<file path="src/rtl/mem_bus_decoder_pkg.sv">
// mem_bus_pkg: shared constants and helpers for the memory bus decoder.
//   ADDR_W / DATA_W / BE_W : CPU and slave bus field widths.
//   tid_width(n)           : bits needed for a target ID in 0..n, where ID n
//                            is the internal void target.
package mem_bus_pkg;

  localparam int ADDR_W = 32;
  localparam int DATA_W = 32;
  localparam int BE_W   = 4;

  function automatic int tid_width(input int nr_slaves);
    int w;
    w = 1;
    while ((1 << w) < (nr_slaves + 1)) w = w + 1;
    return w;
  endfunction

endpackage

</file>
<file path="src/rtl/mem_bus_decoder_if.sv">
// mem_bus_decoder_if: CPU-side command/response bus of the decoder.
//   master modport : CPU (drives the command, receives ready and read data)
//   slave  modport : decoder (accepts the command, returns read data)
// Command handshake: a command transfers on a rising clk edge where
// mem_cmd_valid && mem_cmd_ready; the CPU holds all command fields stable
// while mem_cmd_valid is high and not yet accepted. mem_rsp_ready is a
// single-beat read-data strobe with no back-pressure.
interface mem_bus_decoder_if;
  import mem_bus_pkg::*;

  logic              mem_cmd_valid;
  logic              mem_cmd_wr;
  logic              mem_cmd_instr;
  logic [ADDR_W-1:0] mem_cmd_addr;
  logic [DATA_W-1:0] mem_cmd_wdata;
  logic [BE_W-1:0]   mem_cmd_be;
  logic              mem_cmd_ready;
  logic              mem_rsp_ready;
  logic [DATA_W-1:0] mem_rsp_rdata;

  modport master (
    output mem_cmd_valid, mem_cmd_wr, mem_cmd_instr, mem_cmd_addr,
           mem_cmd_wdata, mem_cmd_be,
    input  mem_cmd_ready, mem_rsp_ready, mem_rsp_rdata
  );

  modport slave (
    input  mem_cmd_valid, mem_cmd_wr, mem_cmd_instr, mem_cmd_addr,
           mem_cmd_wdata, mem_cmd_be,
    output mem_cmd_ready, mem_rsp_ready, mem_rsp_rdata
  );

endinterface

</file>
<file path="src/rtl/mem_bus_decoder_rsp_fifo.sv">
// mem_bus_rsp_fifo: in-order tracking FIFO of target IDs for accepted reads.
//   clk, reset        : clock, asynchronous active-high reset
//   push, push_data   : write an entry (ignored when full)
//   pop               : drop the head entry (ignored when empty)
//   head_data         : current head entry (meaningful only when !empty)
//   full, empty, count: occupancy status
// DEPTH must be a power of two so the pointers wrap by natural overflow.
module mem_bus_rsp_fifo #(
  parameter int DEPTH = 4,
  parameter int WIDTH = 3
) (
  input  logic                         clk,
  input  logic                         reset,
  input  logic                         push,
  input  logic [WIDTH-1:0]             push_data,
  input  logic                         pop,
  output logic [WIDTH-1:0]             head_data,
  output logic                         full,
  output logic                         empty,
  output logic [$clog2(DEPTH+1)-1:0]   count
);

  localparam int PTR_W = $clog2(DEPTH);
  localparam int CNT_W = $clog2(DEPTH + 1);

  logic [WIDTH-1:0] mem [DEPTH];
  logic [PTR_W-1:0] wr_ptr;
  logic [PTR_W-1:0] rd_ptr;
  logic [CNT_W-1:0] cnt;
  logic             do_push;
  logic             do_pop;

  assign full    = (cnt == CNT_W'(DEPTH));
  assign empty   = (cnt == '0);
  assign count   = cnt;
  assign do_push = push && !full;
  assign do_pop  = pop && !empty;
  assign head_data = mem[rd_ptr];

  always_ff @(posedge clk or posedge reset) begin
    if (reset) begin
      wr_ptr <= '0;
      rd_ptr <= '0;
      cnt    <= '0;
    end else begin
      if (do_push) wr_ptr <= wr_ptr + PTR_W'(1);
      if (do_pop)  rd_ptr <= rd_ptr + PTR_W'(1);
      case ({do_push, do_pop})
        2'b10:   cnt <= cnt + CNT_W'(1);
        2'b01:   cnt <= cnt - CNT_W'(1);
        default: cnt <= cnt;
      endcase
    end
  end

  // Storage needs no reset: an entry is only read after it was written.
  always_ff @(posedge clk) begin
    if (do_push) mem[wr_ptr] <= push_data;
  end

endmodule

</file>
<file path="src/rtl/mem_bus_decoder.sv">
// mem_bus_decoder: address decoder from one CPU port to NR_SLAVES slaves,
// with in-order read response tracking and an internal void target.
//   clk, reset        : clock, asynchronous active-high reset
//   cpu               : CPU command/response bus (mem_bus_decoder_if.slave)
//   s_cmd_*           : per-slave valid/ready, broadcast command fields
//   s_rsp_ready/rdata : per-slave read data strobe and flattened data
//   dbg_outstanding   : number of accepted reads awaiting a response
// Optional macro MEM_BUS_DECODER_ERR_EN adds err_valid/err_addr/err_wr
// outputs and the err_clr input for void-access reporting.
module mem_bus_decoder
  import mem_bus_pkg::*;
#(
  parameter int NR_SLAVES       = 4,
  parameter int MAX_OUTSTANDING = 4,
  parameter logic [32*NR_SLAVES-1:0] SLAVE_BASE =
    {32'hf0000000, 32'h00010000, 32'h00002000, 32'h00000000},
  parameter logic [32*NR_SLAVES-1:0] SLAVE_MASK =
    {32'hffff0000, 32'hffff0000, 32'hffffe000, 32'hffffe000}
) (
  input  logic                          clk,
  input  logic                          reset,
  mem_bus_decoder_if.slave              cpu,
  output logic [NR_SLAVES-1:0]          s_cmd_valid,
  input  logic [NR_SLAVES-1:0]          s_cmd_ready,
  output logic                          s_cmd_wr,
  output logic                          s_cmd_instr,
  output logic [ADDR_W-1:0]             s_cmd_addr,
  output logic [DATA_W-1:0]             s_cmd_wdata,
  output logic [BE_W-1:0]               s_cmd_be,
  input  logic [NR_SLAVES-1:0]          s_rsp_ready,
  input  logic [DATA_W*NR_SLAVES-1:0]   s_rsp_rdata,
  output logic [$clog2(MAX_OUTSTANDING+1)-1:0] dbg_outstanding
`ifdef MEM_BUS_DECODER_ERR_EN
  ,
  output logic                          err_valid,
  output logic [ADDR_W-1:0]             err_addr,
  output logic                          err_wr,
  input  logic                          err_clr
`endif
);

  localparam int TID_W = tid_width(NR_SLAVES);
  localparam int CNT_W = $clog2(MAX_OUTSTANDING + 1);
  localparam logic [TID_W-1:0] VOID_TID = TID_W'(NR_SLAVES);

  logic             hit;
  logic [TID_W-1:0] sel_idx;
  logic [TID_W-1:0] tgt;
  logic             sel_ready;
  logic             stall;
  logic             accept;
  logic             push;
  logic             pop;
  logic [TID_W-1:0] last_tid;
  logic [TID_W-1:0] head_tid;
  logic             fifo_full;
  logic             fifo_empty;
  logic [CNT_W-1:0] fifo_count;
  logic             rsp_ready;
  logic [DATA_W-1:0] rsp_rdata;

  // Descending scan so the lowest matching index is the last one written.
  always_comb begin
    hit     = 1'b0;
    sel_idx = '0;
    for (int i = NR_SLAVES - 1; i >= 0; i--) begin
      if ((cpu.mem_cmd_addr & SLAVE_MASK[i*32 +: 32]) == SLAVE_BASE[i*32 +: 32]) begin
        hit     = 1'b1;
        sel_idx = TID_W'(i);
      end
    end
  end

  assign tgt = hit ? sel_idx : VOID_TID;

  // A read stalls when tracking is full (a same-cycle pop does not help) or
  // when it would switch target while older reads are still in flight;
  // the latter keeps every FIFO entry on one target, so responses stay
  // in order without reordering logic.
  assign stall = cpu.mem_cmd_valid && !cpu.mem_cmd_wr &&
                 (fifo_full || (!fifo_empty && (tgt != last_tid)));

  always_comb begin
    sel_ready = !hit;
    for (int i = 0; i < NR_SLAVES; i++) begin
      if (hit && (sel_idx == TID_W'(i))) sel_ready = s_cmd_ready[i];
    end
  end

  always_comb begin
    s_cmd_valid = '0;
    for (int i = 0; i < NR_SLAVES; i++) begin
      if (hit && (sel_idx == TID_W'(i))) s_cmd_valid[i] = cpu.mem_cmd_valid && !stall;
    end
  end

  assign cpu.mem_cmd_ready = sel_ready && !stall;
  assign accept = cpu.mem_cmd_valid && cpu.mem_cmd_ready;
  assign push   = accept && !cpu.mem_cmd_wr;

  assign s_cmd_wr    = cpu.mem_cmd_wr;
  assign s_cmd_instr = cpu.mem_cmd_instr;
  assign s_cmd_addr  = cpu.mem_cmd_addr;
  assign s_cmd_wdata = cpu.mem_cmd_wdata;
  assign s_cmd_be    = cpu.mem_cmd_be;

  always_ff @(posedge clk or posedge reset) begin
    if (reset) last_tid <= '0;
    else if (push) last_tid <= tgt;
  end

  mem_bus_rsp_fifo #(
    .DEPTH (MAX_OUTSTANDING),
    .WIDTH (TID_W)
  ) u_rsp_fifo (
    .clk       (clk),
    .reset     (reset),
    .push      (push),
    .push_data (tgt),
    .pop       (pop),
    .head_data (head_tid),
    .full      (fifo_full),
    .empty     (fifo_empty),
    .count     (fifo_count)
  );

  // Void reads answer as soon as they reach the head: an entry is visible
  // one cycle after its push, which gives the one-cycle void latency.
  always_comb begin
    rsp_ready = 1'b0;
    rsp_rdata = '0;
    if (!fifo_empty) begin
      if (head_tid == VOID_TID) begin
        rsp_ready = 1'b1;
      end else begin
        for (int i = 0; i < NR_SLAVES; i++) begin
          if (head_tid == TID_W'(i)) begin
            rsp_ready = s_rsp_ready[i];
            rsp_rdata = s_rsp_rdata[i*DATA_W +: DATA_W];
          end
        end
      end
    end
    if (!rsp_ready) rsp_rdata = '0;
  end

  assign pop               = rsp_ready;
  assign cpu.mem_rsp_ready = rsp_ready;
  assign cpu.mem_rsp_rdata = rsp_rdata;
  assign dbg_outstanding   = fifo_count;

`ifdef MEM_BUS_DECODER_ERR_EN
  logic err_held;

  // err_addr/err_wr hold the first void access until err_clr.
  always_ff @(posedge clk or posedge reset) begin
    if (reset) begin
      err_valid <= 1'b0;
      err_addr  <= '0;
      err_wr    <= 1'b0;
      err_held  <= 1'b0;
    end else begin
      err_valid <= accept && !hit;
      if (err_clr) begin
        err_held <= 1'b0;
        err_addr <= '0;
        err_wr   <= 1'b0;
      end else if (accept && !hit && !err_held) begin
        err_held <= 1'b1;
        err_addr <= cpu.mem_cmd_addr;
        err_wr   <= cpu.mem_cmd_wr;
      end
    end
  end
`endif

endmodule

</file>
<file path="src/flat_wrapper.sv">
// flat-port wrapper written by rule: the top's interface ports become plain ports
module mem_bus_decoder_flat import mem_bus_pkg::*;
#(
  parameter int NR_SLAVES       = 4,
  parameter int MAX_OUTSTANDING = 4,
  parameter logic [32*NR_SLAVES-1:0] SLAVE_BASE =
    {32'hf0000000, 32'h00010000, 32'h00002000, 32'h00000000},
  parameter logic [32*NR_SLAVES-1:0] SLAVE_MASK =
    {32'hffff0000, 32'hffff0000, 32'hffffe000, 32'hffffe000}
)
  (clk, reset, s_cmd_valid, s_cmd_ready, s_cmd_wr, s_cmd_instr, s_cmd_addr, s_cmd_wdata, s_cmd_be, s_rsp_ready, s_rsp_rdata, dbg_outstanding, cpu_mem_cmd_valid, cpu_mem_cmd_wr, cpu_mem_cmd_instr, cpu_mem_cmd_addr, cpu_mem_cmd_wdata, cpu_mem_cmd_be, cpu_mem_cmd_ready, cpu_mem_rsp_ready, cpu_mem_rsp_rdata);
  mem_bus_decoder_if cpu_i ();
  input  logic clk;
  input  logic reset;
  output logic [NR_SLAVES-1:0] s_cmd_valid;
  input  logic [NR_SLAVES-1:0] s_cmd_ready;
  output logic s_cmd_wr;
  output logic s_cmd_instr;
  output logic [ADDR_W-1:0] s_cmd_addr;
  output logic [DATA_W-1:0] s_cmd_wdata;
  output logic [BE_W-1:0] s_cmd_be;
  input  logic [NR_SLAVES-1:0] s_rsp_ready;
  input  logic [DATA_W*NR_SLAVES-1:0] s_rsp_rdata;
  output logic [$clog2(MAX_OUTSTANDING+1)-1:0] dbg_outstanding;
  input wire logic [$bits(cpu_i.mem_cmd_valid)-1:0] cpu_mem_cmd_valid;
  input wire logic [$bits(cpu_i.mem_cmd_wr)-1:0] cpu_mem_cmd_wr;
  input wire logic [$bits(cpu_i.mem_cmd_instr)-1:0] cpu_mem_cmd_instr;
  input wire logic [$bits(cpu_i.mem_cmd_addr)-1:0] cpu_mem_cmd_addr;
  input wire logic [$bits(cpu_i.mem_cmd_wdata)-1:0] cpu_mem_cmd_wdata;
  input wire logic [$bits(cpu_i.mem_cmd_be)-1:0] cpu_mem_cmd_be;
  output wire logic [$bits(cpu_i.mem_cmd_ready)-1:0] cpu_mem_cmd_ready;
  output wire logic [$bits(cpu_i.mem_rsp_ready)-1:0] cpu_mem_rsp_ready;
  output wire logic [$bits(cpu_i.mem_rsp_rdata)-1:0] cpu_mem_rsp_rdata;
  assign cpu_i.mem_cmd_valid = cpu_mem_cmd_valid;
  assign cpu_i.mem_cmd_wr = cpu_mem_cmd_wr;
  assign cpu_i.mem_cmd_instr = cpu_mem_cmd_instr;
  assign cpu_i.mem_cmd_addr = cpu_mem_cmd_addr;
  assign cpu_i.mem_cmd_wdata = cpu_mem_cmd_wdata;
  assign cpu_i.mem_cmd_be = cpu_mem_cmd_be;
  assign cpu_mem_cmd_ready = cpu_i.mem_cmd_ready;
  assign cpu_mem_rsp_ready = cpu_i.mem_rsp_ready;
  assign cpu_mem_rsp_rdata = cpu_i.mem_rsp_rdata;
  mem_bus_decoder #(.NR_SLAVES(NR_SLAVES), .MAX_OUTSTANDING(MAX_OUTSTANDING), .SLAVE_BASE(SLAVE_BASE), .SLAVE_MASK(SLAVE_MASK)) u_core (.clk(clk), .reset(reset), .cpu(cpu_i), .s_cmd_valid(s_cmd_valid), .s_cmd_ready(s_cmd_ready), .s_cmd_wr(s_cmd_wr), .s_cmd_instr(s_cmd_instr), .s_cmd_addr(s_cmd_addr), .s_cmd_wdata(s_cmd_wdata), .s_cmd_be(s_cmd_be), .s_rsp_ready(s_rsp_ready), .s_rsp_rdata(s_rsp_rdata), .dbg_outstanding(dbg_outstanding));
endmodule
</file>
<file path="config.mk">
export PLATFORM = sky130hd
export DESIGN_NAME = mem_bus_decoder_flat
export DESIGN_NICKNAME = d
export VERILOG_FILES = /design/src/rtl/mem_bus_decoder_pkg.sv /design/src/rtl/mem_bus_decoder_if.sv /design/src/rtl/mem_bus_decoder_rsp_fifo.sv /design/src/rtl/mem_bus_decoder.sv /design/src/flat_wrapper.sv
export SDC_FILE = /design/constraint.sdc
export NUM_CORES = 1
export LEC_CHECK = 0
export ABC_AREA = 1
export CORE_AREA = 4 4 122 124
export DETAILED_ROUTE_END_ITERATION = 8
export DIE_AREA = 0 0 126 128
export GPL_ROUTABILITY_DRIVEN = 0
export GPL_TIMING_DRIVEN = 0
export PLACE_DENSITY_LB_ADDON = 0.12
export SETUP_SLACK_MARGIN = 0.5
export SYNTH_ARGS = -nofsm -noshare
export SYNTH_HDL_FRONTEND = slang
export SYNTH_HIERARCHICAL = 1
export SYNTH_SLANG_ARGS = --single-unit
</file>
<file path="constraint.sdc">
create_clock -name clk -period 3.7 [get_ports clk]
set_clock_uncertainty 0.15 [all_clocks]
set_input_delay 0.74 -clock clk [delete_from_list [all_inputs] [get_ports clk]]
set_output_delay 0.74 -clock clk [all_outputs]
set_load 0.02 [all_outputs]
</file>
==> results of run 1 <==
where the power goes:
group	internal [mW]	switching [mW]	total, mW
Combinational	1.68	2.29	3.97
Sequential	0.320	0.0459	0.366
Clock	0.144	0.0774	0.221
final cells by class:
class | instances | area share
flip-flops and latches | 22 | 0.0861
multi-input cells | 341 | 0.324
clock buffers | 3 | 0.0106
repair buffers | 322 | 0.418
inverters | 47 | 0.0270
plain buffers | 100 | 0.102
well taps | 180 | 0.0318
clock inverters | 1 | 0.000529
layout by cell type, fill, tap and decap left out, types with 8 or more instances in the layout:
cell / instances
clkdlybuf4s50_1: 212
buf_4: 150
nand3_1: 71
nand2_1: 70
nor2_1: 41
inv_1: 34
o21ai_0: 32
a311oi_2: 25
buf_2: 24
nand2_2: 16
clkbuf_2: 14
nor2_4: 14
edfxtp_1: 12
inv_2: 11
buf_6: 10
dfrtp_1: 10
nand3_2: 9
nor2_2: 8
nand4_1: 8
layer usage:
| layer | vias up | wire length [µm] | share of wire |
|---|---|---|---|
| li1 | 2326 | - | - |
| met1 | 2182 | 6440 | 0.38 |
| met2 | 171 | 9630 | 0.56 |
| met3 | 14 | 814 | 0.048 |
| met4 | 0 | 215 | 0.013 |
| met5 | - | 0 | 0 |
critical path: stages, from the launching register on:
cell and delay [ns]:
dfrtp_1 0.36, inv_2 0.07, buf_6 0.12, o211ai_1 0.19, nand2_2 0.14, nor2_4 0.18
buf_4 0.14, nand2_4 0.08, buf_2 0.20, nand2_1 0.08, o21ai_0 0.15, a311oi_4 0.36
buf_6 0.17
registers in the layout, summed over array words and instances, names as in the netlist:
signal,count
u_core/last_tid,3
u_core/u_rsp_fifo/rd_ptr,2
u_core/u_rsp_fifo/wr_ptr,2
u_core/u_rsp_fifo/mem,12
u_core/u_rsp_fifo/count,3
synth_stat cells, drive strengths merged:
cell type  instances  area (µm²)
inv               46         173
nor4               1        6.26
nor3               3        15.0
o21bai             1        7.51
o21ai             36         184
and2               1        6.26
buf               83         594
nor2              63         284
xnor2              1        8.76
dfrtp             10         250
nand2             92         365
a311oi            32         280
fa                 1        20.0
o31ai              1        7.51
a31oi              1        12.5
clkbuf            17        63.8
clkinv             1        5.00
nand4              8        50.1
o22ai              2        12.5
o211ai             6        45.0
or2                1        8.76
o41ai              1        8.76
edfxtp            12         360
nand3             85         478
ha                 5        62.6
per-stage QoR:
stage | TNS [ns] | area [µm²] | util | hold slack (ns)
3_3_place_gp | -8.05 | 6230 | 0.452 | 0.337
2_1_floorplan | 0 | 3310 | - | 0.321
4_1_cts | 0 | 6700 | 0.486 | 0.351
6_report | 0 | 7090 | 0.515 | 0.349
5_1_grt | 0 | 7090 | 0.515 | 0.395
3_5_place_dp | -8.59 | 6230 | 0.452 | 0.336
cell families (layout without fill, tap and decap cells):
kind of cell | after synthesis | count (layout) | synth area share
AO/OA/AOI/OAI | 80 | 80 | 0.169
XOR/XNOR | 1 | 1 | 0.00265
AND/OR/NAND/NOR | 254 | 254 | 0.367
adder cells (fa/ha/maj) | 6 | 6 | 0.0250
flip-flops | 22 | 22 | 0.185
buffers and inverters | 147 | 473 | 0.253
how the worst max path moves through the flow:
| stage | start | endpoint | slack (ns) | cells after the start |
|---|---|---|---|---|
| floorplan | u_core/u_rsp_fifo/rd_ptr[0] | cpu_mem_rsp_rdata[10] | 0.35 | 14 |
| global placement | s_rsp_ready[1] | cpu_mem_rsp_rdata[18] | -0.34 | 9 |
| detailed placement | cpu_mem_cmd_addr[16] | cpu_mem_cmd_ready | -0.33 | 12 |
| CTS | u_core/u_rsp_fifo/rd_ptr[0] | cpu_mem_rsp_rdata[18] | 0.28 | 14 |
| global route | u_core/u_rsp_fifo/rd_ptr[0] | cpu_mem_rsp_rdata[18] | 0.15 | 14 |
| finish | u_core/u_rsp_fifo/rd_ptr[0] | cpu_mem_rsp_rdata[18] | 0.31 | 12 |
timing repair:
item	CTS	global route
resized for setup	355	79
pin swaps	39	28
endpoints found under the setup margin	41	41
buffers inserted	38	12
gates cloned	2	1
==> results.md, run 1 <==
- Worst-path clk slew: 0.05 ns
- Pwr Total: 4.56 mW
- Hold Path Origin: u_core/u_rsp_fifo/count[0]
- Reg-to-reg startpoint: u_core/u_rsp_fifo/rd_ptr[0]
- Setup violations, final: 0
- Grt peak-use layer: met2
- Antenna fix cells: 0
- Slew Viols, Final: 0
- Register-to-Register Path Depth: 19
- DRT iter0 DRCs: 160
- Antenna violations before repair: 0
- Post-route ant nets: 0
- Multi-input gate area: 2300 µm²
- IO Count: 320
- Max Cap Violations: 0
- Hold Crit Endpoint: u_core/u_rsp_fifo/count[0]
- Gate Count Post-Synth: 510
- Fill cell count: 1363
- Hold_buf cts: 0
- Post-Syn Nets: 725
- Dpl cells: 959
- GRT overflow: 0
- Sink Count: 22
- Max_slew headroom: 0.613
- Largest net degree at the start of global routing: 13
- Chip width: 126 µm
- First-pass GRT wire length: 25500 µm
- Starting Density: 0.240
- Crit share post-route: 0.916
- Clock buffer depth: 2
- Setup crit end kind: output pin
- Lkg Pwr: 3.18 nW
- Seq/Total Area, Yosys: 0.184
- GR Util met2: 0.390
- Num rows: 43
- End of the worst register-to-register path: u_core/u_rsp_fifo/count[2]
- Maximum clock frequency: 295 MHz
- Die H: 128 µm
- Layout cell share with drive strength beyond 1: 0.376
- GRT Total Usage: 0.193
- Synth Cell Area: 3310 µm²
- WP data required: 2.81 ns
- Power per cell area: 643 nW/µm²
- Outcome: finished, final reports clean
- Worst Setup Slack, final: 0.311 ns
- Hpwl dp: 13400 µm
- Warnings from Yosys: 6
- Final nets: 1052
- Final Hold Vio Count: 0
- Detailed-route wire length: 17100 µm
- TritonCTS Buffers: 3
- H-Tree Level Count: 1
- Hold Crit Class: reg2reg
- Register bit total from synthesis: 22
- Tmin final: 3.39 ns
- Max IR drop VDD: 0.000574 V
- Pre-CTS setup slack: -0.333 ns
- Syn_area_per_cell: 6.49 µm²
- Hold Path Cell Cnt: 1
- Least-Margin Pin Slew: 0.581 ns
- Post-route insts no fill: 1016
- Worst R2R Setup Slack: 0.81 ns
- CP Class: reg2out
- Die area: 16100 µm²
- Clock Latency Late Sink: 0.25 ns
- Core area: 13800 µm²
- DR pass1 iterations: 4
- Critical path fanouts, max: 10
- Arr. time, crit path: 2.50 ns
- M1 GR Usage: 0.216
- Area grow syn2layout: 114%
- GR met3 Demand/Resource: 0.0263
- CTS Root Buffer Type: clkbuf_16
- Cell variety after synth: 37
- Crit start category: flip-flop
- RSZ-0062 raised after global routing: true
- CTS tree: yes
- Post-DR vias/cell: 4.62
- Port-buffer cells: 269
- Via Count: 4693
- Register area: 611 µm²
- DR DRC count: 0
- WL/cell: 16.8 µm
- Vias in the first global route: 4809
(Power assumes the default switching activity.)
==> inputs of run 2 (changes only) <==
--- a/config.mk
+++ b/config.mk
@@ -6,11 +6,11 @@
 export NUM_CORES = 1
 export LEC_CHECK = 0
 export ABC_AREA = 1
+export ABC_CLOCK_PERIOD_IN_PS = 3700
 export CORE_AREA = 4 4 122 124
 export DETAILED_ROUTE_END_ITERATION = 8
 export DIE_AREA = 0 0 126 128
 export GPL_ROUTABILITY_DRIVEN = 0
-export GPL_TIMING_DRIVEN = 0
 export PLACE_DENSITY_LB_ADDON = 0.12
 export SETUP_SLACK_MARGIN = 0.5
 export SYNTH_ARGS = -nofsm -noshare
==> run 2 against run 1 <==
Effect of this change: utilization down 8.9 points; combinational power down 17%; die area unchanged; clock-buffer cell count unchanged; critical endpoint is now cpu_mem_rsp_rdata[27]; largest power group unchanged; highest routed layer unchanged.
==> results.md, run 2 (synthesis results as in run 1) <==
- Setup crit end kind: output pin
- Tmin final: 3.33 ns
- Most frequent cells in the layout: 162 x clkdlybuf4s50_1, 77 x buf_4, 73 x nand3_1, 71 x nand2_1, 40 x nor2_1
- Sink Count: 22
- Largest reg by FF count: u_core/u_rsp_fifo/mem
- Most common cell after layout, fill and taps aside: clkdlybuf4s50_1
- DRT iter0 DRCs: 141
- Crit start category: flip-flop
- Final nets: 923
- Clock buffer depth: 2
- Lkg Pwr: 2.60 nW
- Worst R2R Setup Slack: 0.88 ns
- Chip width: 126 µm
- Num rows: 43
- Area grow syn2layout: 77.2%
- H-Tree Level Count: 1
- Max_slew headroom: 0.699
- Detailed-route wire length: 14400 µm
- GRT Total Usage: 0.163
- Die H: 128 µm
- CTS tree: yes
- WP data required: 2.81 ns
- CP Class: reg2out
- Pwr Total: 3.97 mW
- Vias in the first global route: 4358
- GRT overflow: 0
- Maximum clock frequency: 301 MHz
- Hold Worst Slack: 0.347 ns
- Via Count: 4178
- Die area: 16100 µm²
- End of the worst register-to-register path: u_core/u_rsp_fifo/count[2]
- Core area: 13800 µm²
- Post-DR vias/cell: 4.71
- Arr. time, crit path: 2.44 ns
- Post-Route Utilization: 0.426
- Least-Margin Pin Slew: 0.445 ns
- RSZ-0062 raised after global routing: true
- Post-placement cell area: 5490 µm²
- Power per cell area: 677 nW/µm²
- Crit share post-route: 0.899
- First-pass GRT wire length: 21800 µm
- Final instance area: 5860 µm²
- Setup violations, final: 0
- Max Cap Violations: 0
- WL/cell: 16.2 µm
- Antenna fix cells: 0
- Hold Crit Endpoint: u_core/u_rsp_fifo/count[0]
- Fill cell count: 1453
- Hold Path Cell Cnt: 1
- Post-route ant nets: 0
- Hold Path Origin: u_core/u_rsp_fifo/count[0]
- TritonCTS Buffers: 3
- Reg-to-reg startpoint: u_core/u_rsp_fifo/rd_ptr[0]
- Port-buffer cells: 219
- Hpwl dp: 11400 µm
- DR DRC count: 0
- CTS Root Buffer Type: clkbuf_16
- Worst Setup Slack, final: 0.375 ns
- Largest net degree at the start of global routing: 50
- Critical path fanouts, max: 13
- Antenna violations before repair: 0
- DR pass1 iterations: 4
- Register-to-Register Path Depth: 19
- Pre-CTS setup slack: -0.289 ns
- Final Hold Vio Count: 0
- Max reg flops: 12
- Max IR drop VDD: 0.000512 V
- Slew Viols, Final: 0
- Hold Crit Class: reg2reg
- Outcome: finished, final reports clean
- IO Count: 320
- Clock Latency Late Sink: 0.25 ns
- Starting Density: 0.240
- Worst-path clk slew: 0.06 ns
- Layout cell share with drive strength beyond 1: 0.298
run 2: changes by cell type in the layout (fill, tap and decap cells not counted), moves of 2 or more:
cell,before,now
buf_4,150,77
clkdlybuf4s50_1,212,162
a311oi_1,6,29
a311oi_2,25,3
clkbuf_2,14,0
buf_2,24,34
buf_12,0,4
clkbuf_1,4,0
buf_8,3,1
nand2_4,6,4
nand3_1,71,73
nor2_2,8,10
run 2: how the worst max path moves through the flow:
| stage | cells past startpoint | end | slack (ns) | from |
|---|---|---|---|---|
| 2_1_floorplan | 14 | cpu_mem_rsp_rdata[10] | 0.35 | u_core/u_rsp_fifo/rd_ptr[0] |
| 5_1_grt | 13 | cpu_mem_rsp_rdata[29] | 0.20 | u_core/u_rsp_fifo/rd_ptr[0] |
| 3_5_place_dp | 16 | s_cmd_valid[0] | -0.29 | cpu_mem_cmd_addr[16] |
| 3_3_place_gp | 12 | s_cmd_valid[3] | -0.24 | cpu_mem_cmd_addr[16] |
| 6_report | 13 | cpu_mem_rsp_rdata[27] | 0.37 | u_core/u_rsp_fifo/rd_ptr[0] |
| 4_1_cts | 13 | cpu_mem_rsp_rdata[29] | 0.35 | u_core/u_rsp_fifo/rd_ptr[0] |
run 2: report_power, final:
| part | switching [mW] | leakage (nW) | total (mW) | internal [mW] |
|---|---|---|---|---|
| sequential | 0.0514 | 0.233 | 0.371 | 0.320 |
| combinational | 1.97 | 2.31 | 3.30 | 1.34 |
| clock | 0.0817 | 0.0511 | 0.296 | 0.215 |
| total | 2.10 | 2.60 | 3.97 | 1.87 |
run 2: worst max-delay path, stage by stage (launching register included):
cell      delay (ns)
dfrtp_1         0.42
inv_4           0.13
nand2_1         0.07
o211ai_1        0.10
nand2_2         0.14
nor2_4          0.16
o21ai_1         0.09
nand2_1         0.06
o21ai_1         0.07
a31oi_2         0.17
nand2_2         0.13
buf_4           0.20
a311oi_1        0.23
buf_2           0.22
run 2: what timing repair did:
action / CTS / global route
buffers inserted: 17 / 8
pin swaps: 32 / 36
hold buffers: 0 / 0
gates cloned: 1 / 0
gates resized for setup: 290 / 54
endpoints found under the setup margin: 52 / 39
run 2: routing by layer:
layer  track usage  part of all wire  wire (µm)  vias up
met3        0.0325             0.062        888       34
met2         0.326              0.54       7830      165
met1         0.174              0.37       5320     1915
li1              -                 -          -     2064
met5             0                 0          0        -
met4        0.0397             0.024        344        0
run 2: layout make-up:
class                      count  area [µm²]  share of cell area
sequential                    22         611               0.104
timing repair buffer         293        2660               0.454
inverter                      47         186              0.0318
multi-input combinational    341        2070               0.354
clock inverter                 1        30.0             0.00512
clock buffer                   3        75.1              0.0128
tap                          180         225              0.0384
run 2: through the flow:
step / std cells / setup TNS [ns]
floorplan: 510 / 0
global placement: 857 / -3.20
detailed placement: 857 / -3.34
CTS: 879 / 0
global route: 887 / 0
finish: 887 / 0
